--- src/rtl/block_spawn_scheduler_pkg.sv ---
// Shared types and constants for the falling-block slot scheduler.
// Heights are in pixels; a slot is live from H_SPAWN up to H_BOTTOM-1.
package block_sched_pkg;

   localparam int DEF_NUM_LANES = 4;
   localparam int DEF_NUM_SLOTS = 8;
   localparam int DEF_BEAT_W    = 7;
   localparam int LANE_W        = $clog2(DEF_NUM_LANES);

   localparam logic [9:0] H_SPAWN  = 10'd120;
   localparam logic [9:0] H_BOTTOM = 10'd720;
   localparam logic [9:0] HIT_LO   = 10'd600;
   localparam logic [9:0] H_LAST   = H_BOTTOM - 10'd1;

   typedef logic [LANE_W-1:0] lane_t;

   typedef struct packed {
      logic       valid;
      lane_t      lane;
      logic [9:0] h;
   } slot_t;

   typedef enum logic [0:0] {
      RUN    = 1'b0,
      FROZEN = 1'b1
   } sched_state_e;

   function automatic logic [15:0] sat_add16(input logic [15:0] a, input logic [15:0] inc);
      logic [16:0] sum;
      sum = {1'b0, a} + {1'b0, inc};
      return sum[16] ? 16'hFFFF : sum[15:0];
   endfunction

endpackage

--- src/rtl/block_spawn_scheduler_if.sv ---
// Chart/key inputs and renderer/judge outputs of the block scheduler.
// SCORE_EN adds the score and miss_cnt counters to the bundle.
interface block_spawn_scheduler_if #(
   parameter int NUM_LANES = 4,
   parameter int NUM_SLOTS = 8,
   parameter int BEAT_W    = 7,
   parameter int LANE_W    = $clog2(NUM_LANES)
);
   logic                        stop_or_endgame;
   logic [BEAT_W-1:0]           beat_cnt;
   logic [NUM_LANES-1:0]        chart_mask;
   logic [NUM_LANES-1:0]        hit_req;
   logic [NUM_SLOTS-1:0]        slot_valid;
   logic [NUM_SLOTS*LANE_W-1:0] slot_lane;
   logic [NUM_SLOTS*10-1:0]     slot_h;
   logic [NUM_LANES-1:0]        hit_ok;
   logic [NUM_LANES-1:0]        bad_hit;
   logic [NUM_LANES-1:0]        miss;
   logic                        overflow;
`ifdef SCORE_EN
   logic [15:0]                 score;
   logic [15:0]                 miss_cnt;
`endif

   modport master (
      output stop_or_endgame, beat_cnt, chart_mask, hit_req,
      input  slot_valid, slot_lane, slot_h, hit_ok, bad_hit, miss, overflow
`ifdef SCORE_EN
      , input score, miss_cnt
`endif
   );

   modport slave (
      input  stop_or_endgame, beat_cnt, chart_mask, hit_req,
      output slot_valid, slot_lane, slot_h, hit_ok, bad_hit, miss, overflow
`ifdef SCORE_EN
      , output score, miss_cnt
`endif
   );

endinterface

--- src/rtl/block_spawn_scheduler_alloc.sv ---
// Find-first-free slot encoder; exclude masks slots already granted to
// lower lanes in the same cycle so a chain of these never double-books.
module slot_alloc_pe #(
   parameter int NUM_SLOTS = 8
) (
   input  logic                 enable,
   input  logic [NUM_SLOTS-1:0] busy,
   input  logic [NUM_SLOTS-1:0] exclude,
   output logic [NUM_SLOTS-1:0] grant,
   output logic                 found
);

   always_comb begin
      // NOTE: every output gets a default before the loop, otherwise the
      // paths that skip an assignment would infer latches.
      grant = '0;
      found = 1'b0;
      if (enable) begin
         for (int i = 0; i < NUM_SLOTS; i++) begin
            if (!found && !busy[i] && !exclude[i]) begin
               grant[i] = 1'b1;
               found    = 1'b1;
            end
         end
      end
   end

endmodule

--- src/rtl/block_spawn_scheduler.sv ---
// Shared slot pool for falling note blocks: spawns on beat edges, moves one
// pixel per tick, retires on hit or bottom. Optional macro SCORE_EN adds counters.
module block_spawn_scheduler
   import block_sched_pkg::*;
#(
   parameter int NUM_LANES = DEF_NUM_LANES,
   parameter int NUM_SLOTS = DEF_NUM_SLOTS,
   parameter int BEAT_W    = DEF_BEAT_W
) (
   input logic                    clk,
   input logic                    rst,
   input logic                    restart,
   block_spawn_scheduler_if.slave bus
);

   localparam int IDX_W = $clog2(NUM_SLOTS);

   slot_t                slots [NUM_SLOTS];
   logic [BEAT_W-1:0]    pre_beat;
   sched_state_e         state, state_next;
   logic                 clear, run, beat_add;
   logic [NUM_LANES-1:0] hit_ok_q, bad_hit_q, miss_q;
   logic                 overflow_q;

   assign clear    = rst | restart;
   assign beat_add = bus.beat_cnt > pre_beat;

   always_comb begin
      state_next = state;
      case (state)
         RUN:     if (bus.stop_or_endgame)  state_next = FROZEN;
         FROZEN:  if (!bus.stop_or_endgame) state_next = RUN;
         default: state_next = RUN;
      endcase
   end

   // Freeze takes effect in the same cycle stop_or_endgame rises.
   assign run = (state_next == RUN);

   logic [NUM_SLOTS-1:0] busy;
   logic [NUM_SLOTS-1:0] excl  [NUM_LANES+1];
   logic [NUM_SLOTS-1:0] grant [NUM_LANES];
   logic [NUM_LANES-1:0] want, found;

   always_comb begin
      for (int i = 0; i < NUM_SLOTS; i++) busy[i] = slots[i].valid;
   end

   assign excl[0] = '0;

   for (genvar l = 0; l < NUM_LANES; l++) begin : g_alloc
      assign want[l] = run & beat_add & bus.chart_mask[l];

      slot_alloc_pe #(.NUM_SLOTS(NUM_SLOTS)) u_pe (
         .enable  (want[l]),
         .busy    (busy),
         .exclude (excl[l]),
         .grant   (grant[l]),
         .found   (found[l])
      );

      assign excl[l+1] = excl[l] | grant[l];
   end

   logic  [NUM_SLOTS-1:0] spawn;
   lane_t                 spawn_lane [NUM_SLOTS];

   always_comb begin
      for (int i = 0; i < NUM_SLOTS; i++) begin
         spawn[i]      = 1'b0;
         spawn_lane[i] = '0;
         for (int l = 0; l < NUM_LANES; l++) begin
            if (grant[l][i]) begin
               spawn[i]      = 1'b1;
               spawn_lane[i] = lane_t'(l);
            end
         end
      end
   end

   // Per lane: pick the candidate deepest in the window, lowest index on a tie.
   logic [NUM_SLOTS-1:0] hit_free;
   logic [NUM_LANES-1:0] hit_found;
   logic [9:0]           best_h;
   logic [IDX_W-1:0]     best_idx;
   logic                 any;

   always_comb begin
      hit_free  = '0;
      hit_found = '0;
      best_h    = '0;
      best_idx  = '0;
      any       = 1'b0;
      for (int l = 0; l < NUM_LANES; l++) begin
         best_h   = '0;
         best_idx = '0;
         any      = 1'b0;
         for (int i = 0; i < NUM_SLOTS; i++) begin
            if (bus.hit_req[l] && slots[i].valid && slots[i].lane == lane_t'(l) &&
                slots[i].h >= HIT_LO && slots[i].h <= H_LAST &&
                (!any || slots[i].h > best_h)) begin
               any      = 1'b1;
               best_h   = slots[i].h;
               best_idx = IDX_W'(i);
            end
         end
         if (any) hit_free[best_idx] = 1'b1;
         hit_found[l] = any;
      end
   end

   logic [NUM_SLOTS-1:0] bottom;
   logic [NUM_LANES-1:0] miss_d;

   always_comb begin
      bottom = '0;
      miss_d = '0;
      for (int i = 0; i < NUM_SLOTS; i++) begin
         if (slots[i].valid && run && slots[i].h == H_LAST && !hit_free[i]) begin
            bottom[i]             = 1'b1;
            miss_d[slots[i].lane] = 1'b1;
         end
      end
   end

   always_ff @(posedge clk) begin
      // NOTE: state updates use non-blocking assignment so every register
      // samples pre-edge values regardless of statement order.
      if (clear) begin
         // NOTE: the slot array is a handful of flops, not a RAM, so it is
         // reset like any other register.
         for (int i = 0; i < NUM_SLOTS; i++)
            slots[i] <= '{valid: 1'b0, lane: '0, h: H_SPAWN};
         pre_beat   <= '0;
         state      <= RUN;
         hit_ok_q   <= '0;
         bad_hit_q  <= '0;
         miss_q     <= '0;
         overflow_q <= 1'b0;
      end else begin
         pre_beat  <= bus.beat_cnt;
         state     <= state_next;
         hit_ok_q  <= bus.hit_req & hit_found;
         bad_hit_q <= bus.hit_req & ~hit_found;
         miss_q    <= miss_d;
         if (|(want & ~found)) overflow_q <= 1'b1;
         for (int i = 0; i < NUM_SLOTS; i++) begin
            if (hit_free[i] || bottom[i])
               slots[i] <= '{valid: 1'b0, lane: '0, h: H_SPAWN};
            else if (slots[i].valid) begin
               if (run) slots[i].h <= slots[i].h + 10'd1;
            end else if (spawn[i])
               slots[i] <= '{valid: 1'b1, lane: spawn_lane[i], h: H_SPAWN};
         end
      end
   end

   always_comb begin
      for (int i = 0; i < NUM_SLOTS; i++) begin
         bus.slot_valid[i]                   = slots[i].valid;
         bus.slot_lane[i*LANE_W +: LANE_W]   = slots[i].lane;
         bus.slot_h[i*10 +: 10]              = slots[i].h;
      end
   end

   assign bus.hit_ok   = hit_ok_q;
   assign bus.bad_hit  = bad_hit_q;
   assign bus.miss     = miss_q;
   assign bus.overflow = overflow_q;

`ifdef SCORE_EN
   logic [15:0] score_q, miss_cnt_q;

   always_ff @(posedge clk) begin
      if (clear) begin
         score_q    <= '0;
         miss_cnt_q <= '0;
      end else begin
         score_q    <= sat_add16(score_q, 16'($countones(bus.hit_req & hit_found)));
         miss_cnt_q <= sat_add16(miss_cnt_q, 16'($countones(miss_d)));
      end
   end

   assign bus.score    = score_q;
   assign bus.miss_cnt = miss_cnt_q;
`endif

endmodule
--- src/flat_wrapper.sv ---
// flat-port wrapper written by rule: the top's interface ports become plain ports
module block_spawn_scheduler_flat import block_sched_pkg::*;
#(
   parameter int NUM_LANES = DEF_NUM_LANES,
   parameter int NUM_SLOTS = DEF_NUM_SLOTS,
   parameter int BEAT_W    = DEF_BEAT_W
)
  (clk, rst, restart, bus_stop_or_endgame, bus_beat_cnt, bus_chart_mask, bus_hit_req, bus_slot_valid, bus_slot_lane, bus_slot_h, bus_hit_ok, bus_bad_hit, bus_miss, bus_overflow);
  block_spawn_scheduler_if #(.NUM_LANES(NUM_LANES), .NUM_SLOTS(NUM_SLOTS), .BEAT_W(BEAT_W)) bus_i ();
  input logic clk;
  input logic rst;
  input logic restart;
  input wire logic [$bits(bus_i.stop_or_endgame)-1:0] bus_stop_or_endgame;
  input wire logic [$bits(bus_i.beat_cnt)-1:0] bus_beat_cnt;
  input wire logic [$bits(bus_i.chart_mask)-1:0] bus_chart_mask;
  input wire logic [$bits(bus_i.hit_req)-1:0] bus_hit_req;
  output wire logic [$bits(bus_i.slot_valid)-1:0] bus_slot_valid;
  output wire logic [$bits(bus_i.slot_lane)-1:0] bus_slot_lane;
  output wire logic [$bits(bus_i.slot_h)-1:0] bus_slot_h;
  output wire logic [$bits(bus_i.hit_ok)-1:0] bus_hit_ok;
  output wire logic [$bits(bus_i.bad_hit)-1:0] bus_bad_hit;
  output wire logic [$bits(bus_i.miss)-1:0] bus_miss;
  output wire logic [$bits(bus_i.overflow)-1:0] bus_overflow;
  assign bus_i.stop_or_endgame = bus_stop_or_endgame;
  assign bus_i.beat_cnt = bus_beat_cnt;
  assign bus_i.chart_mask = bus_chart_mask;
  assign bus_i.hit_req = bus_hit_req;
  assign bus_slot_valid = bus_i.slot_valid;
  assign bus_slot_lane = bus_i.slot_lane;
  assign bus_slot_h = bus_i.slot_h;
  assign bus_hit_ok = bus_i.hit_ok;
  assign bus_bad_hit = bus_i.bad_hit;
  assign bus_miss = bus_i.miss;
  assign bus_overflow = bus_i.overflow;
  block_spawn_scheduler #(.NUM_LANES(NUM_LANES), .NUM_SLOTS(NUM_SLOTS), .BEAT_W(BEAT_W)) u_core (.clk(clk), .rst(rst), .restart(restart), .bus(bus_i));
endmodule
--- config.mk ---
export PLATFORM = sky130hd
export DESIGN_NAME = block_spawn_scheduler_flat
export DESIGN_NICKNAME = d
export VERILOG_FILES = /design/src/rtl/block_spawn_scheduler_pkg.sv /design/src/rtl/block_spawn_scheduler_if.sv /design/src/rtl/block_spawn_scheduler_alloc.sv /design/src/rtl/block_spawn_scheduler.sv /design/src/flat_wrapper.sv
export SDC_FILE = /design/constraint.sdc
export NUM_CORES = 1
export LEC_CHECK = 0
export BUFFER_PORTS_ARGS = -buffer_cell sky130_fd_sc_hd__buf_2
export CORE_MARGIN = 5
export CORE_UTILIZATION = 50
export CTS_CLUSTER_DIAMETER = 60
export CTS_CLUSTER_SIZE = 25
export DETAILED_ROUTE_END_ITERATION = 10
export PLACE_DENSITY = 0.68
export REMOVE_ABC_BUFFERS = 1
export SETUP_SLACK_MARGIN = 0.2
export SYNTH_ARGS = -nofsm -noshare
export SYNTH_HDL_FRONTEND = slang
export SYNTH_SLANG_ARGS = --single-unit
--- constraint.sdc ---
create_clock -name clk -period 22.5 [get_ports clk]
set_input_delay 1.125 -clock clk [delete_from_list [all_inputs] [get_ports clk]]
set_output_delay 1.125 -clock clk [all_outputs]
set_load 0.03 [all_outputs]
## Yosys cells after proc, flatten, opt, wreduce, memory -nomap -nowiden

Memories as Yosys holds them, arrays and structs flattened.
Index checks and enable logic that the tools add are counted.

- Divide/modulo/power cells: 0
- $lt $le $gt $ge: 69
- Multiply operators: 0
- Muxes and demuxes: 416
- Shifts and indexed selects: 0
- Bitwise operators: 56
- Reduce and logical (&&, ||, !) cells: 385
- Equal/unequal tests: 32
- Add/subtract/negate cells: 8

Operator list:

| kind | number |
|---|---|
| two-way mux 10 bit | 44 |
| two-way mux 1 bit | 288 |
| > comparator 10 bit | 28 |
| logical AND 1 bit | 244 |
| two-way mux 13 bit | 8 |
| zero test 1 bit | 96 |
| adder 10 x 1 -> 10 bit (second input constant) | 8 |
| == test 10 bit (second input constant) | 8 |
| greater-or-equal comparator 10 bit (second input constant) | 8 |
| less-or-equal comparator 10 bit (second input constant) | 8 |
| two-way mux 3 bit | 24 |
| two-way mux 8 bit | 8 |
| two-way mux 2 bit | 24 |
| bitwise OR 8 bit | 5 |
| logical OR 1 bit | 36 |
| bitwise OR 1 bit | 33 |
| == test 2 bit (second input constant) | 16 |
| two-way mux 4 bit | 8 |
| bitwise OR 4 bit | 7 |
| < comparator 2 x 3 -> 1 bit (second input constant) | 8 |
| demux 1 bit (select 2 bit) | 8 |
| == test 2 x 1 -> 1 bit (second input constant) | 8 |
| greater-or-equal comparator 2 x 1 -> 1 bit (second input constant) | 8 |
| zero test 2 bit | 8 |
| other kinds (9) | 25 |

- Latch bits: 0
- Memories: 1
- ROM bits: 0
- Bits in registers: 20
- Bits in writable memories: 104
- Logic and storage cells: 972

Memory list:

| name | depth | bits a word | read ports | clocked after Yosys merged registers in | write ports | line | RTL |
|---|---|---|---|---|---|---|---|
| u_core.slots | 8 | 13 | 8 | 0 | 8 | block_spawn_scheduler.sv:18 | `slot_t slots [NUM_SLOTS];` |

## Logic depth before layout (Yosys ltp)

Gate-level depths: netlist of run 1.

- Depth in word-level cells: 159
- Mapped depth: 72
- Depth with buffers taken out: 64

## Modules after synthesis

From an unflattened synthesis of run 1, not the netlist that was laid out.

- Cells, all modules: 2265
- Area, all modules: 18485.2 sq um

Modules (own cells, without submodules):

| module | area each (sq um) | sequential area each (sq um) | times used | cells each |
|---|---|---|---|---|
| block_spawn_scheduler | 17889.7 | 3523.4 | 1 | 2193 |
| slot_alloc_pe | 148.9 | 0.0 | 4 | 18 |

## Worst setup path before layout of run 1

Ideal clock, no wire load.

- Path type: register -> register
- Start point: memory u_core.slots[0][5] in the netlist's numbering
- End point: memory u_core.slots[0][0] in the netlist's numbering, enable pin
- Stages on the path, launching flop included: 68
- Path slack: 7.420 ns
- Path buffers: 7
- Data required time: 22.085 ns
- Library setup time: 0.415 ns
- Data arrival time: 14.665 ns
- Period minus slack after synthesis: 15.080 ns
- Cell sequence: edfxtp_1 buf_2 nor2_1 o2111ai_2 nor4_1 clkbuf_1 nand2_1 ha_1 nand4_1 nor2_1 o21ai_0 a22oi_1 o21a_1 clkbuf_1 mux2_2 ha_1 and3_1 o21ai_0 [... 32 more ...] a21o_1 o311ai_0 o31ai_1 nor2b_1 clkbuf_1 a22o_1 a21oi_1 ha_1 nor2b_1 o21bai_1 a21boi_0 o211ai_1 o311a_1 nand2_1 or4_1 nor2_1 nor3_1 o311ai_0

RTL lines:

| what | line |
|---|---|
| start, declared | block_spawn_scheduler.sv:18 |

==> report_table.html, run 1 <==
<table>
<tr><th>Metric</th><th>Value</th></tr>
<tr><th colspan="2">Run status</th></tr>
<tr><td>Outcome</td><td>completed</td></tr>
<tr><th colspan="2">GRT</th></tr>
<tr><td>Global-route wire length before repair</td><td>about 110000 um</td></tr>
<tr><td>Number of antenna violations at the first check in global routing</td><td>1</td></tr>
<tr><td>Pin count of the biggest net entering global routing</td><td>26</td></tr>
<tr><td>Residual overflow from global routing</td><td>0</td></tr>
<tr><td>Combined global-route utilization of all metal layers</td><td>33.3%</td></tr>
<tr><td>Via count of the first global-routing pass</td><td>about 18000</td></tr>
<tr><th colspan="2">Timing</th></tr>
<tr><td>Final clock period utilization by the worst path</td><td>84.0%</td></tr>
<tr><td>Setup TNS</td><td>0 ps</td></tr>
<tr><td>RSZ-0062 raised after global routing</td><td>false</td></tr>
<tr><td>F_max</td><td>52.9 MHz</td></tr>
<tr><td>Least-Margin Pin Slew</td><td>1290 ps</td></tr>
<tr><td>Min Clock Period, post-route</td><td>18900 ps</td></tr>
<tr><td>Final hold violation count</td><td>0</td></tr>
<tr><td>Hold slack</td><td>roughly 640 ps</td></tr>
<tr><td># setup viols final</td><td>0</td></tr>
<tr><td>Min setup slack post-route</td><td>3600 ps</td></tr>
<tr><td>Clock Skews</td><td>23.0 ps</td></tr>
<tr><td>Number of max-slew violations in the final report</td><td>0</td></tr>
<tr><td>Relative slew slack</td><td>a little over an eighth</td></tr>
<tr><th colspan="2">Pwr</th></tr>
<tr><td>Internal power summed over all cells</td><td>around 0.00047 W</td></tr>
<tr><td>Sw Pwr</td><td>approximately 0.00026 W</td></tr>
<tr><td>Switching part of the total power</td><td>between 30% and 40%</td></tr>
<tr><td>Relative contribution of sequential cells to total power</td><td>39.6%</td></tr>
<tr><td>Clock share of power</td><td>between 30 and 40%</td></tr>
<tr><td>Combinational power share</td><td>21.6%</td></tr>
<tr><td>Static leakage power</td><td>~8.2 nW</td></tr>
<tr><td>Max rail drop VDD</td><td>0.0561 mV</td></tr>
<tr><td>Power Dens Cells</td><td>36.2 nW/um^2</td></tr>
<tr><th colspan="2">Clock network</th></tr>
<tr><td>Level count of the clock H-tree</td><td>4</td></tr>
<tr><td>Bufs on Longest Clock Path</td><td>2</td></tr>
<tr><td>TritonCTS clock tree</td><td>built</td></tr>
<tr><td>CTS clk-pin slew, worst paths</td><td>60 ps</td></tr>
<tr><td>Clock latency on the worst-skew pair</td><td>470 ps</td></tr>
<tr><td>Total setup buffers inserted after CTS</td><td>0</td></tr>
<tr><td>Number of sinks handled by clock tree synthesis</td><td>124</td></tr>
<tr><td>Post-CTS Resized</td><td>0</td></tr>
<tr><td>Number of CTS-inserted buffers</td><td>17</td></tr>
<tr><td>Root buffer cell</td><td>sky130_fd_sc_hd__clkbuf_16</td></tr>
<tr><td>Number of buffers inserted by hold repair at cts</td><td>0</td></tr>
<tr><th colspan="2">Layout</th></tr>
<tr><td>Antenna cells</td><td>0</td></tr>
<tr><td>Proportion of layout cells with a drive suffix above 1</td><td>13.5%</td></tr>
<tr><td>Net count reported at finish</td><td>2701</td></tr>
<tr><td>Area delta synth-&gt;final</td><td>9.61%</td></tr>
<tr><td>Post-route cell area</td><td>20100 sq um</td></tr>
<tr><th colspan="2">Placed design</th></tr>
<tr><td>Pre-CTS setup slack</td><td>3290 ps</td></tr>
<tr><td>Port buffer count</td><td>135</td></tr>
<tr><td>Placed Area</td><td>19600 sq um</td></tr>
<tr><td>Detailed-placement wirelength estimate</td><td>approximately 55000 um</td></tr>
<tr><td>Final weighted congestion of routability-driven global placement</td><td>1.04</td></tr>
<tr><th colspan="2">Run</th></tr>
<tr><td>Reported max-cap violation count</td><td>0</td></tr>
<tr><th colspan="2">Synthesis</th></tr>
<tr><td>Post-Synthesis Cell Area</td><td>18400 sq um</td></tr>
<tr><td>Cell type with the highest aggregate area in the netlist</td><td>sky130_fd_sc_hd__ha_1</td></tr>
<tr><td>Post-synthesis register bit count</td><td>124</td></tr>
<tr><td>Synthesized area per cell</td><td>between 8 and 9 sq um</td></tr>
<tr><td>Warnings, synthesis</td><td>0</td></tr>
<tr><td>Count of cell types in the netlist</td><td>104</td></tr>
<tr><td>Main synth FF type</td><td>sky130_fd_sc_hd__edfxtp_1</td></tr>
<tr><td>Largest cells by area after synthesis</td><td>sky130_fd_sc_hd__ha_1 (21%), sky130_fd_sc_hd__edfxtp_1 (17%), sky130_fd_sc_hd__mux2_2 (4.4%)</td></tr>
<tr><td>Cell count after synthesis</td><td>2262</td></tr>
<tr><td>Sequential area share after synthesis</td><td>roughly a fifth</td></tr>
<tr><td>Number of synthesized flops with an enable pin</td><td>104</td></tr>
<tr><td>Share of async-settable or async-resettable flops after synthesis</td><td>0%</td></tr>
<tr><td>Share of Yosys cell area claimed by the top area cell type</td><td>20.6%</td></tr>
<tr><th colspan="2">Worst setup path</th></tr>
<tr><td>Crit path DAT</td><td>18940 ps</td></tr>
<tr><td>Maximum fanout encountered on the critical timing path</td><td>22</td></tr>
<tr><td>Crit path kind</td><td>reg -&gt; reg</td></tr>
<tr><td>Endpoint kind of the worst setup timing path</td><td>register</td></tr>
<tr><td>Most common cell type on the critical path</td><td>sky130_fd_sc_hd__ha_1</td></tr>
<tr><td>Worst-path cell with the longest stage delay</td><td>sky130_fd_sc_hd__nor4_2</td></tr>
<tr><td>Sort of element at the start of the critical path</td><td>register</td></tr>
<tr><td>Flop-to-flop setup slack</td><td>roughly 3600 ps</td></tr>
<tr><td>Critical path required time</td><td>22550 ps</td></tr>
<tr><td>Peak per-stage delay on the critical path</td><td>970 ps</td></tr>
<tr><th colspan="2">Die</th></tr>
<tr><td>Core box area</td><td>36400 sq um</td></tr>
<tr><td>Vertical die dimension</td><td>202 um</td></tr>
<tr><td>Total Die Area</td><td>between 40000 and 50000 sq um</td></tr>
<tr><td>Horizontal extent of the die</td><td>about 200 um</td></tr>
<tr><td>Starting density of the core</td><td>50.4%</td></tr>
<tr><td>Number of rows in the core area</td><td>70</td></tr>
<tr><td>I/O pin total</td><td>136</td></tr>
<tr><th colspan="2">Worst hold path</th></tr>
<tr><td>Path category of the worst min-delay check</td><td>reg -&gt; reg</td></tr>
<tr><th colspan="2">Routing</th></tr>
<tr><td>Final routed wire length divided by cell count</td><td>roughly 25 um</td></tr>
<tr><td>Vias</td><td>around 19000</td></tr>
<tr><td>DRC violation count after routing</td><td>0</td></tr>
<tr><td>Wirelength, routed</td><td>70300 um</td></tr>
<tr><td>Post-detailed-route via-to-cell ratio</td><td>~6.7</td></tr>
<tr><td>Post-route antenna net violation count</td><td>0</td></tr>
<tr><td>Starting DRT DRC Count</td><td>between 2000 and 2500</td></tr>
<tr><td>TritonRoute pass-1 iters</td><td>6</td></tr>
</table>
==> logic make-up after synthesis <==
group / Yosys count / share of synthesized area (%)
fa+ha+maj: 308 / 20.9
other cells: 1 / 0.0204
simple gates: 850 / 24.1
flops: 124 / 19.2
buf+inv: 240 / 5.12
xor+xnor: 62 / 2.96
mux: 100 / 6.02
compound gates: 577 / 21.7
==> worst max-delay path, delay by kind of cell, from the launching register on <==
kind / cells / cell delay [ps]
flip-flops: 1 / 800
AND/OR/NAND/NOR: 12 / 3770
adder cells (fa/ha/maj): 7 / 2240
buffers and inverters: 3 / 600
AO/OA/AOI/OAI: 33 / 9560
multiplexers: 4 / 1470
==> final cells by class <==
class	instances	area (sq um)
clock buffer	19	443
clock inverter	13	118
fill	3443	16300
inverter	147	552
multi-input combinational	1925	14000
sequential	124	3520
tap	468	586
timing repair buffer	164	893
==> per-layer routing <==
metal,vias up,track usage (%),share of wire [%]
met5,-,0,0.026
met4,2,20.2,7.0
met3,314,6.04,9.3
met2,1107,52.8,44
met1,8898,42.1,40
li1,8749,-,-
==> path summary, 6_finish.rpt <==
| check | cells past startpoint | startpoint | endpoint |
|---|---|---|---|
| worst min register to register | 3 | u_core.bus.overflow | u_core.bus.overflow |
| worst max-delay path | 59 | u_core.slots[0][12] | u_core.slots[1][19] |
| worst max register to register | 59 | u_core.slots[0][12] | u_core.slots[1][19] |
| worst min-delay path | 3 | u_core.bus.overflow | u_core.bus.overflow |
==> Yosys cell counts (9+ instances only) <==
| cell type | n |
|---|---|
| sky130_fd_sc_hd__a21oi_1 | 153 |
| sky130_fd_sc_hd__and4_1 | 18 |
| sky130_fd_sc_hd__xnor2_1 | 44 |
| sky130_fd_sc_hd__dfxtp_1 | 20 |
| sky130_fd_sc_hd__a21o_1 | 46 |
| sky130_fd_sc_hd__a22o_1 | 10 |
| sky130_fd_sc_hd__a2111oi_0 | 15 |
| sky130_fd_sc_hd__or3_1 | 9 |
| sky130_fd_sc_hd__nor3b_1 | 10 |
| sky130_fd_sc_hd__buf_2 | 17 |
| sky130_fd_sc_hd__inv_1 | 141 |
| sky130_fd_sc_hd__o21a_1 | 24 |
| sky130_fd_sc_hd__o211ai_1 | 21 |
| sky130_fd_sc_hd__nand4_1 | 61 |
| sky130_fd_sc_hd__nand2b_1 | 42 |
| sky130_fd_sc_hd__nor3_1 | 45 |
| sky130_fd_sc_hd__nor4_1 | 18 |
| sky130_fd_sc_hd__mux2i_1 | 25 |
| sky130_fd_sc_hd__a211oi_1 | 47 |
| sky130_fd_sc_hd__clkbuf_1 | 68 |
| sky130_fd_sc_hd__o31ai_1 | 10 |
| sky130_fd_sc_hd__xor2_1 | 18 |
| sky130_fd_sc_hd__o211a_1 | 9 |
| sky130_fd_sc_hd__nand3b_1 | 11 |
| sky130_fd_sc_hd__ha_1 | 303 |
| sky130_fd_sc_hd__nand3_1 | 78 |
| sky130_fd_sc_hd__nor2b_1 | 22 |
| sky130_fd_sc_hd__nand2_1 | 208 |
| sky130_fd_sc_hd__a211o_1 | 13 |
| sky130_fd_sc_hd__edfxtp_1 | 104 |
| sky130_fd_sc_hd__nand4b_1 | 12 |
| sky130_fd_sc_hd__and3_1 | 31 |
| sky130_fd_sc_hd__mux2_2 | 72 |
| sky130_fd_sc_hd__o21ai_0 | 79 |
| sky130_fd_sc_hd__and2_1 | 38 |
| sky130_fd_sc_hd__o22ai_1 | 16 |
| sky130_fd_sc_hd__nor2_1 | 194 |
| sky130_fd_sc_hd__a31oi_1 | 39 |
==> sequential cells by signal, summed over array words and instances, names as in the netlist <==
name	cells
u_core.slots	104
u_core.pre_beat	7
u_core.bus.bad_hit	4
u_core.bus.hit_ok	4
u_core.bus.miss	4
u_core.bus.overflow	1
==> power by group through the flow <==
stage	combinational [W]	sequential [W]	clock, W
floorplan	0.0000889	0.000298	0
global placement	0.000149	0.000292	0
detailed placement	0.000154	0.000292	0
CTS	0.000155	0.000288	0.000283
global route	0.000173	0.000290	0.000294
finish	0.000157	0.000289	0.000282
==> through the flow <==
stage,std cells,power (W),util [%]
after global routing,2860,0.000757,55.2
after detailed placement,2827,0.000446,53.7
final,2860,0.000729,55.2
after global placement,2827,0.000442,53.7
after floorplan,2196,0.000387,-
after CTS,2859,0.000726,55.2
==> layout by cell type, fill, tap and decap left out, types with 28 or more instances in the layout <==
master / n
sky130_fd_sc_hd__a21oi_1: 153
sky130_fd_sc_hd__inv_1: 141
sky130_fd_sc_hd__o21ai_0: 79
sky130_fd_sc_hd__nor3_1: 45
sky130_fd_sc_hd__nand2_1: 208
sky130_fd_sc_hd__edfxtp_1: 104
sky130_fd_sc_hd__nand3_1: 78
sky130_fd_sc_hd__buf_4: 29
sky130_fd_sc_hd__nand2b_1: 42
sky130_fd_sc_hd__a21o_1: 46
sky130_fd_sc_hd__buf_2: 135
sky130_fd_sc_hd__nor2_1: 193
sky130_fd_sc_hd__ha_1: 303
sky130_fd_sc_hd__a31oi_1: 39
sky130_fd_sc_hd__nand4_1: 61
sky130_fd_sc_hd__and3_1: 31
sky130_fd_sc_hd__mux2_2: 72
sky130_fd_sc_hd__a211oi_1: 47
sky130_fd_sc_hd__and2_1: 38
sky130_fd_sc_hd__xnor2_1: 44
sky130_fd_sc_hd__conb_1: 28
Note: power is estimated with default switching activity, not from simulation.
==> inputs of run 2 (changes only) <==
--- a/config.mk
+++ b/config.mk
@@ -11,7 +11,7 @@
 export CTS_CLUSTER_DIAMETER = 60
 export CTS_CLUSTER_SIZE = 25
 export DETAILED_ROUTE_END_ITERATION = 10
-export PLACE_DENSITY = 0.68
+export PLACE_DENSITY = 0.71
 export REMOVE_ABC_BUFFERS = 1
 export SETUP_SLACK_MARGIN = 0.2
 export SYNTH_ARGS = -nofsm -noshare
==> constraint.sdc (replaced) <==
create_clock -name clk -period 16.1 [get_ports clk]
set_input_delay 0.805 -clock clk [delete_from_list [all_inputs] [get_ports clk]]
set_output_delay 0.805 -clock clk [all_outputs]
set_load 0.03 [all_outputs]
==> run 2 against run 1 <==
Net effect: via count rose by 0.93%; cell area rose by 4.5%; setup slack got worse by 3100 ps; critical path depth rose by 4; final cell count rose by 2.3%; register-to-register slack got worse by 3100 ps; non-clock buffer count rose by 62; highest routed layer is now met4; routed wire length rose by 1.3%.
==> report_table.html, run 2 (synthesis results as in run 1) <==
<table>
<tr><th>Metric</th><th>Value</th></tr>
<tr><th colspan="2">Run status</th></tr>
<tr><td>Outcome</td><td>completed</td></tr>
<tr><th colspan="2">Worst setup path</th></tr>
<tr><td>Cells on worst reg2reg path</td><td>63</td></tr>
<tr><td>Number of buffer and inverter instances along the worst setup path</td><td>7</td></tr>
<tr><td>Sort of element at the start of the critical path</td><td>register</td></tr>
<tr><td>Beginning of the worst register-to-register path</td><td>u_core.slots[0][5]</td></tr>
<tr><td>Endpoint of the most critical register-to-register path</td><td>u_core.slots[3][3]</td></tr>
<tr><td>Crit-path leading delay family</td><td>compound AO/OA/AOI/OAI gates</td></tr>
<tr><td>Number of cells on the critical path</td><td>between 60 and 70</td></tr>
<tr><td>Worst setup path startpoint</td><td>u_core.slots[0][5]</td></tr>
<tr><td>Maximum fanout encountered on the critical timing path</td><td>20</td></tr>
<tr><td>Critical path required time</td><td>16310 ps</td></tr>
<tr><td>Worst-path cell with the longest stage delay</td><td>sky130_fd_sc_hd__edfxtp_1</td></tr>
<tr><td>Flop-to-flop setup slack</td><td>540 ps</td></tr>
<tr><td>Crit path DAT</td><td>15770 ps</td></tr>
<tr><td>Endpoint kind of the worst setup timing path</td><td>register</td></tr>
<tr><td>Peak per-stage delay on the critical path</td><td>510 ps</td></tr>
<tr><td>Most common cell type on the critical path</td><td>sky130_fd_sc_hd__ha_1</td></tr>
<tr><td>Capturing element of the worst setup path</td><td>u_core.slots[3][3]</td></tr>
<tr><td>Crit path kind</td><td>reg -&gt; reg</td></tr>
<tr><th colspan="2">Pwr</th></tr>
<tr><td>Power Dens Cells</td><td>49.8 nW/um^2</td></tr>
<tr><td>Total Power Consumption</td><td>~0.0010 W</td></tr>
<tr><td>Max rail drop VDD</td><td>0.0818 mV</td></tr>
<tr><td>Static leakage power</td><td>8.59 nW</td></tr>
<tr><th colspan="2">Routing</th></tr>
<tr><td>TritonRoute pass-1 iters</td><td>8</td></tr>
<tr><td>Starting DRT DRC Count</td><td>2243</td></tr>
<tr><td>DRC violation count after routing</td><td>0</td></tr>
<tr><td>Vias</td><td>about 19000</td></tr>
<tr><td>Wirelength, routed</td><td>71200 um</td></tr>
<tr><td>Post-detailed-route via-to-cell ratio</td><td>6.58</td></tr>
<tr><td>Final routed wire length divided by cell count</td><td>about 24 um</td></tr>
<tr><td>Post-route antenna net violation count</td><td>0</td></tr>
<tr><th colspan="2">Die</th></tr>
<tr><td>Starting density of the core</td><td>50.4%</td></tr>
<tr><td>Horizontal extent of the die</td><td>202 um</td></tr>
<tr><td>Total Die Area</td><td>40700 sq um</td></tr>
<tr><td>Core box area</td><td>~36000 sq um</td></tr>
<tr><td>I/O pin total</td><td>136</td></tr>
<tr><td>Vertical die dimension</td><td>202 um</td></tr>
<tr><td>Number of rows in the core area</td><td>70</td></tr>
<tr><th colspan="2">Clock network</th></tr>
<tr><td>Number of CTS-inserted buffers</td><td>17</td></tr>
<tr><td>Root buffer cell</td><td>sky130_fd_sc_hd__clkbuf_16</td></tr>
<tr><td>Bufs on Longest Clock Path</td><td>2</td></tr>
<tr><td>Level count of the clock H-tree</td><td>4</td></tr>
<tr><td>CTS clk-pin slew, worst paths</td><td>roughly 70 ps</td></tr>
<tr><td>TritonCTS clock tree</td><td>built</td></tr>
<tr><td>Number of sinks handled by clock tree synthesis</td><td>approximately 120</td></tr>
<tr><td>Clock latency on the worst-skew pair</td><td>around 480 ps</td></tr>
<tr><td>Number of buffers inserted by hold repair at cts</td><td>0</td></tr>
<tr><th colspan="2">Layout</th></tr>
<tr><td>Registers with the most flip-flops</td><td>u_core.slots x104, u_core.pre_beat x7</td></tr>
<tr><td>Biggest register</td><td>u_core.slots</td></tr>
<tr><td>Post-route cell area</td><td>21000 sq um</td></tr>
<tr><td>Area delta synth-&gt;final</td><td>14.6%</td></tr>
<tr><td>Net count reported at finish</td><td>2765</td></tr>
<tr><td>Fill count</td><td>3295</td></tr>
<tr><td>Most frequent standard cell in the layout excluding fill and tap cells</td><td>sky130_fd_sc_hd__ha_1</td></tr>
<tr><td>Post-layout util</td><td>57.7%</td></tr>
<tr><td>Max FFs per register</td><td>104</td></tr>
<tr><td>Area of combinational cells with multiple inputs</td><td>14400 sq um</td></tr>
<tr><td>Proportion of layout cells with a drive suffix above 1</td><td>a little under a fifth</td></tr>
<tr><td>Footprint of the flip-flops and latches</td><td>3520 sq um</td></tr>
<tr><td>Commonest cells after routing, fill and taps aside</td><td>sky130_fd_sc_hd__ha_1 (303), sky130_fd_sc_hd__nand2_1 (205), sky130_fd_sc_hd__nor2_1 (190)</td></tr>
<tr><th colspan="2">Timing</th></tr>
<tr><td>Hold slack</td><td>558 ps</td></tr>
<tr><td>Clock Skews</td><td>17.4 ps</td></tr>
<tr><td>Least-Margin Pin Slew</td><td>1060 ps</td></tr>
<tr><td>Setup TNS</td><td>0 ps</td></tr>
<tr><td>RSZ-0062 raised after global routing</td><td>true</td></tr>
<tr><td>Number of max-slew violations in the final report</td><td>0</td></tr>
<tr><td>Final hold violation count</td><td>0</td></tr>
<tr><td>Min Clock Period, post-route</td><td>15560 ps</td></tr>
<tr><td>Relative slew slack</td><td>between 20% and 30%</td></tr>
<tr><td>F_max</td><td>64.2 MHz</td></tr>
<tr><td># setup viols final</td><td>0</td></tr>
<tr><td>Final clock period utilization by the worst path</td><td>a little over nine tenths</td></tr>
<tr><th colspan="2">Run</th></tr>
<tr><td>Reported max-cap violation count</td><td>0</td></tr>
<tr><th colspan="2">Placed design</th></tr>
<tr><td>Placed Area</td><td>about 20000 sq um</td></tr>
<tr><td>Detailed-placement wirelength estimate</td><td>about 54000 um</td></tr>
<tr><td>Final weighted congestion of routability-driven global placement</td><td>between 0.9 and 1</td></tr>
<tr><td>Port buffer count</td><td>135</td></tr>
<tr><th colspan="2">Worst hold path</th></tr>
<tr><td>Path category of the worst min-delay check</td><td>in -&gt; reg</td></tr>
<tr><th colspan="2">GRT</th></tr>
<tr><td>Number of antenna violations at the first check in global routing</td><td>0</td></tr>
<tr><td>Via count of the first global-routing pass</td><td>18028</td></tr>
<tr><td>Global-route wire length before repair</td><td>106000 um</td></tr>
<tr><td>Pin count of the biggest net entering global routing</td><td>26</td></tr>
<tr><td>Residual overflow from global routing</td><td>0</td></tr>
<tr><td>Combined global-route utilization of all metal layers</td><td>approximately 33%</td></tr>
</table>
==> run 2: cell count changes in the layout (fill, tap and decap cells not counted), moves of 7 or more <==
cell | before | now
sky130_fd_sc_hd__a31oi_1 | 39 | 32
sky130_fd_sc_hd__mux2i_1 | 25 | 17
sky130_fd_sc_hd__buf_4 | 29 | 87
sky130_fd_sc_hd__mux2i_2 | 0 | 7
sky130_fd_sc_hd__a2111oi_0 | 15 | 7
sky130_fd_sc_hd__a31oi_2 | 1 | 8
sky130_fd_sc_hd__inv_8 | 0 | 7
==> run 2: worst min-delay path by stage <==
stage	start	endpoint	slack, ps	cells past startpoint
finish	bus_beat_cnt[5]	u_core.pre_beat[5]	560	2
global route	bus_beat_cnt[3]	u_core.pre_beat[3]	560	2
CTS	bus_beat_cnt[5]	u_core.pre_beat[5]	550	2
detailed placement	u_core.bus.overflow	u_core.bus.overflow	620	3
global placement	u_core.bus.overflow	u_core.bus.overflow	630	3
floorplan	u_core.slots[3][13]	u_core.slots[3][13]	800	1
==> run 2: stage by stage <==
stage | setup slack (ps) | cells
2_1_floorplan | 332 | 2196
3_5_place_dp | -246 | 2860
5_1_grt | 56.8 | 2924
4_1_cts | 210 | 2896
3_3_place_gp | 150 | 2860
6_report | 535 | 2926
==> run 2: cell type report <==
type / count / share of cell area [%]
Multi-Input combinational cell: 1927 / 68.4
Sequential cell: 124 / 16.7
Timing Repair Buffer: 226 / 6.61
Tap cell: 468 / 2.78
Inverter: 147 / 2.63
Clock buffer: 17 / 2.02
Clock inverter: 15 / 0.797
Antenna cell: 2 / 0.0238
==> run 2: where the power goes <==
part	internal, W	total [W]	switching (W)
clock	0.000222	0.000416	0.000194
sequential	0.000361	0.000403	0.0000417
combinational	0.0000837	0.000229	0.000146
total	0.000666	0.00105	0.000382
==> run 2: routing by layer <==
layer / up-vias / global-route usage (%) / part of all wire (%)
met5: - / 0 / 0
met4: 0 / 17.4 / 5.2
met3: 239 / 5.72 / 8.8
met2: 1042 / 52.2 / 45
met1: 9100 / 43.7 / 41
li1: 8866 / - / -
==> run 2: what timing repair did <==
action                                 in CTS  in global routing
gates resized for setup                     9                 77
gates cloned                                0                  2
setup endpoints to repair                 148                192
setup buffers                               4                 26
endpoints found under the hold margin       0                  0
pin swaps                                   1                 11
==> inputs of run 3 (changes only) <==
--- a/config.mk
+++ b/config.mk
@@ -5,13 +5,12 @@
 export SDC_FILE = /design/constraint.sdc
 export NUM_CORES = 1
 export LEC_CHECK = 0
-export BUFFER_PORTS_ARGS = -buffer_cell sky130_fd_sc_hd__buf_2
-export CORE_MARGIN = 5
 export CORE_UTILIZATION = 50
 export CTS_CLUSTER_DIAMETER = 60
 export CTS_CLUSTER_SIZE = 25
 export DETAILED_ROUTE_END_ITERATION = 10
-export PLACE_DENSITY = 0.71
+export DONT_BUFFER_PORTS = 1
+export PLACE_DENSITY = 0.68
 export REMOVE_ABC_BUFFERS = 1
 export SETUP_SLACK_MARGIN = 0.2
 export SYNTH_ARGS = -nofsm -noshare
==> run 3 against run 2 <==
Net effect: routed wire length rose by 4.2%; power fell by 1.8%; non-clock buffer count is 72 lower; combinational power decreased by 2%; utilization is 0.53 points higher; sequential cell count unchanged; critical endpoint is now u_core.bus.miss[1]; largest power group is now registers; highest routed layer is now met5.
==> report_table.html, run 3 (synthesis results as in run 1) <==
<table>
<tr><th>Metric</th><th>Value</th></tr>
<tr><th colspan="2">Run status</th></tr>
<tr><td>Outcome</td><td>completed</td></tr>
<tr><th colspan="2">Layout</th></tr>
<tr><td>Antenna cells</td><td>0</td></tr>
<tr><td>Max FFs per register</td><td>104</td></tr>
<tr><td>Post-layout instance count excluding filler cells</td><td>2848</td></tr>
<tr><td>Net count reported at finish</td><td>roughly 2700</td></tr>
<tr><td>Most frequent standard cell in the layout excluding fill and tap cells</td><td>sky130_fd_sc_hd__ha_1</td></tr>
<tr><td>Proportion of layout cells with a drive suffix above 1</td><td>between 15 and 20%</td></tr>
<tr><td>Footprint of the flip-flops and latches</td><td>3520 sq um</td></tr>
<tr><td>Registers with the most flip-flops</td><td>u_core.slots x104, u_core.pre_beat x7</td></tr>
<tr><td>Area of combinational cells with multiple inputs</td><td>between 10000 and 15000 sq um</td></tr>
<tr><td>Commonest cells after routing, fill and taps aside</td><td>sky130_fd_sc_hd__ha_1 (303), sky130_fd_sc_hd__nand2_1 (207), sky130_fd_sc_hd__nor2_1 (191)</td></tr>
<tr><td>Area delta synth-&gt;final</td><td>13.7%</td></tr>
<tr><td>Fill count</td><td>3293</td></tr>
<tr><td>Biggest register</td><td>u_core.slots</td></tr>
<tr><td>Post-route cell area</td><td>20900 sq um</td></tr>
<tr><th colspan="2">Pwr</th></tr>
<tr><td>Max rail drop VDD</td><td>0.0819 mV</td></tr>
<tr><td>Power Dens Cells</td><td>49.3 nW/um^2</td></tr>
<tr><td>Static leakage power</td><td>8.32 nW</td></tr>
<tr><th colspan="2">Worst setup path</th></tr>
<tr><td>Maximum fanout encountered on the critical timing path</td><td>20</td></tr>
<tr><td>Sort of element at the start of the critical path</td><td>register</td></tr>
<tr><td>Cells on worst reg2reg path</td><td>66</td></tr>
<tr><td>Endpoint of the most critical register-to-register path</td><td>u_core.bus.miss[1]</td></tr>
<tr><td>Peak per-stage delay on the critical path</td><td>490 ps</td></tr>
<tr><td>Flop-to-flop setup slack</td><td>640 ps</td></tr>
<tr><td>Endpoint kind of the worst setup timing path</td><td>register</td></tr>
<tr><td>Crit path kind</td><td>reg -&gt; reg</td></tr>
<tr><td>Crit path DAT</td><td>around 16000 ps</td></tr>
<tr><td>Beginning of the worst register-to-register path</td><td>u_core.slots[0][7]</td></tr>
<tr><td>Critical path required time</td><td>between 15000 and 20000 ps</td></tr>
<tr><td>Most common cell type on the critical path</td><td>sky130_fd_sc_hd__buf_4</td></tr>
<tr><td>Worst-path cell with the longest stage delay</td><td>sky130_fd_sc_hd__or3_1</td></tr>
<tr><th colspan="2">Clock network</th></tr>
<tr><td>Number of CTS-inserted buffers</td><td>17</td></tr>
<tr><td>Bufs on Longest Clock Path</td><td>2</td></tr>
<tr><td>Number of sinks handled by clock tree synthesis</td><td>124</td></tr>
<tr><td>Clock latency on the worst-skew pair</td><td>480 ps</td></tr>
<tr><td>TritonCTS clock tree</td><td>built</td></tr>
<tr><td>CTS clk-pin slew, worst paths</td><td>70 ps</td></tr>
<tr><td>Level count of the clock H-tree</td><td>4</td></tr>
<tr><td>Root buffer cell</td><td>sky130_fd_sc_hd__clkbuf_16</td></tr>
<tr><th colspan="2">GRT</th></tr>
<tr><td>Pin count of the biggest net entering global routing</td><td>28</td></tr>
<tr><td>Via count of the first global-routing pass</td><td>17806</td></tr>
<tr><td>Global-route wire length before repair</td><td>roughly 110000 um</td></tr>
<tr><td>Residual overflow from global routing</td><td>0</td></tr>
<tr><td>Number of antenna violations at the first check in global routing</td><td>2</td></tr>
<tr><td>Combined global-route utilization of all metal layers</td><td>38.2%</td></tr>
<tr><th colspan="2">Worst hold path</th></tr>
<tr><td>Startpoint of the tightest hold check path</td><td>bus_beat_cnt[1]</td></tr>
<tr><td>Path category of the worst min-delay check</td><td>in -&gt; reg</td></tr>
<tr><td>Number of cells on the worst hold path</td><td>1</td></tr>
<tr><td>Worst hold path endpoint</td><td>u_core.pre_beat[1]</td></tr>
<tr><th colspan="2">Timing</th></tr>
<tr><td>Least-Margin Pin Slew</td><td>983 ps</td></tr>
<tr><td>Setup TNS</td><td>0 ps</td></tr>
<tr><td>Min setup slack post-route</td><td>~640 ps</td></tr>
<tr><td>Relative slew slack</td><td>around a third</td></tr>
<tr><td>Final hold violation count</td><td>0</td></tr>
<tr><td>Min Clock Period, post-route</td><td>15460 ps</td></tr>
<tr><td>Clock Skews</td><td>25.2 ps</td></tr>
<tr><td>Number of max-slew violations in the final report</td><td>0</td></tr>
<tr><td>F_max</td><td>~65 MHz</td></tr>
<tr><td>RSZ-0062 raised after global routing</td><td>true</td></tr>
<tr><td># setup viols final</td><td>0</td></tr>
<tr><td>Final clock period utilization by the worst path</td><td>approximately 96%</td></tr>
<tr><th colspan="2">Routing</th></tr>
<tr><td>Post-route antenna net violation count</td><td>0</td></tr>
<tr><td>Vias</td><td>19144</td></tr>
<tr><td>Final routed wire length divided by cell count</td><td>26.0 um</td></tr>
<tr><td>TritonRoute pass-1 iters</td><td>8</td></tr>
<tr><td>Wirelength, routed</td><td>74200 um</td></tr>
<tr><td>Post-detailed-route via-to-cell ratio</td><td>6.72</td></tr>
<tr><td>Starting DRT DRC Count</td><td>about 2000</td></tr>
<tr><td>DRC violation count after routing</td><td>0</td></tr>
<tr><th colspan="2">Placed design</th></tr>
<tr><td>Placed Area</td><td>between 15000 and 20000 sq um</td></tr>
<tr><td>Instance count after placement with tap cells included</td><td>between 2000 and 3000</td></tr>
<tr><td>Detailed-placement wirelength estimate</td><td>about 57000 um</td></tr>
<tr><td>Port buffer count</td><td>0</td></tr>
<tr><td>Pre-CTS setup slack</td><td>-322 ps</td></tr>
<tr><td>Final weighted congestion of routability-driven global placement</td><td>1.01</td></tr>
<tr><th colspan="2">Die</th></tr>
<tr><td>I/O pin total</td><td>136</td></tr>
<tr><td>Number of rows in the core area</td><td>around 70</td></tr>
<tr><td>Core box area</td><td>35800 sq um</td></tr>
<tr><td>Horizontal extent of the die</td><td>194 um</td></tr>
<tr><td>Vertical die dimension</td><td>approximately 190 um</td></tr>
<tr><td>Total Die Area</td><td>between 30000 and 40000 sq um</td></tr>
<tr><td>Starting density of the core</td><td>51.2%</td></tr>
<tr><th colspan="2">Run</th></tr>
<tr><td>Reported max-cap violation count</td><td>0</td></tr>
</table>
==> run 3: cell count changes in the layout (fill, tap and decap cells not counted), moves of 4 or more <==
cell	before	now
sky130_fd_sc_hd__a211oi_2	5	9
sky130_fd_sc_hd__inv_8	7	1
sky130_fd_sc_hd__buf_4	87	149
sky130_fd_sc_hd__mux2i_4	1	5
sky130_fd_sc_hd__nor4_2	6	2
sky130_fd_sc_hd__buf_2	135	0
sky130_fd_sc_hd__mux2i_1	17	13
sky130_fd_sc_hd__a211oi_1	44	40
==> run 3: worst max-delay path: cells and delay by family (launching register included) <==
kind	cells	cell delay, ps
AOI/OAI and AO/OA	32	7040
adders and majority gates	7	2140
buffers and inverters	11	2140
DFF	1	400
muxes	4	1200
and+or+nand+nor	12	2350
==> run 3: metrics by stage <==
| step | hold slack [ps] | total power, W | util, % |
|---|---|---|---|
| finish | 457 | 0.00103 | 58.3 |
| global route | 453 | 0.00106 | 58.3 |
| CTS | 448 | 0.00101 | 56.4 |
| detailed placement | 814 | 0.000620 | 54.6 |
| global placement | 806 | 0.000616 | 54.6 |
| floorplan | 803 | 0.000541 | - |
==> run 3: final cells by class <==
class,count,area share [%]
well taps,461,2.76
inverters,147,2.64
flip-flops and latches,124,16.9
repair buffers,154,5.71
clock inverters,13,0.485
multi-input cells,1930,69.3
clock buffers,19,2.18
==> run 3: worst max path at each step <==
stage | start | endpoint | slack, ps | cells past startpoint
4_1_cts | u_core.slots[0][7] | u_core.bus.miss[3] | 130 | 67
5_1_grt | u_core.slots[0][5] | u_core.slots[0][20] | 80 | 69
3_3_place_gp | u_core.slots[0][7] | u_core.bus.miss[3] | -320 | 66
3_5_place_dp | u_core.slots[0][7] | u_core.bus.miss[3] | -320 | 66
6_report | u_core.slots[0][7] | u_core.bus.miss[1] | 640 | 66
2_1_floorplan | u_core.slots[0][12] | u_core.slots[0][0] | 330 | 56
==> run 3: where the power goes <==
group	internal, W	total (W)	switching (W)	leakage [nW]
clock network	0.000210	0.000399	0.000189	0.281
registers	0.000361	0.000407	0.0000461	1.22
logic	0.0000826	0.000224	0.000142	6.82
total	0.000653	0.00103	0.000377	8.32
==> run 3: timing repair <==
item                       CTS  global route
hold buffers                 0             0
cloned                       0             5
resized for setup           13            85
setup endpoints to repair  160           192
setup buffers                3            34
pin swaps                    1            15
==> run 3: routing by layer <==
metal	vias to the layer above	wire [um]	GRT usage, %	share of wire, %
li1	8718	-	-	-
met1	9105	30200	49.1	41
met2	1091	33400	61.7	45
met3	226	6810	6.61	9.2
met4	4	3780	19.5	5.1
met5	-	26	0	0.035
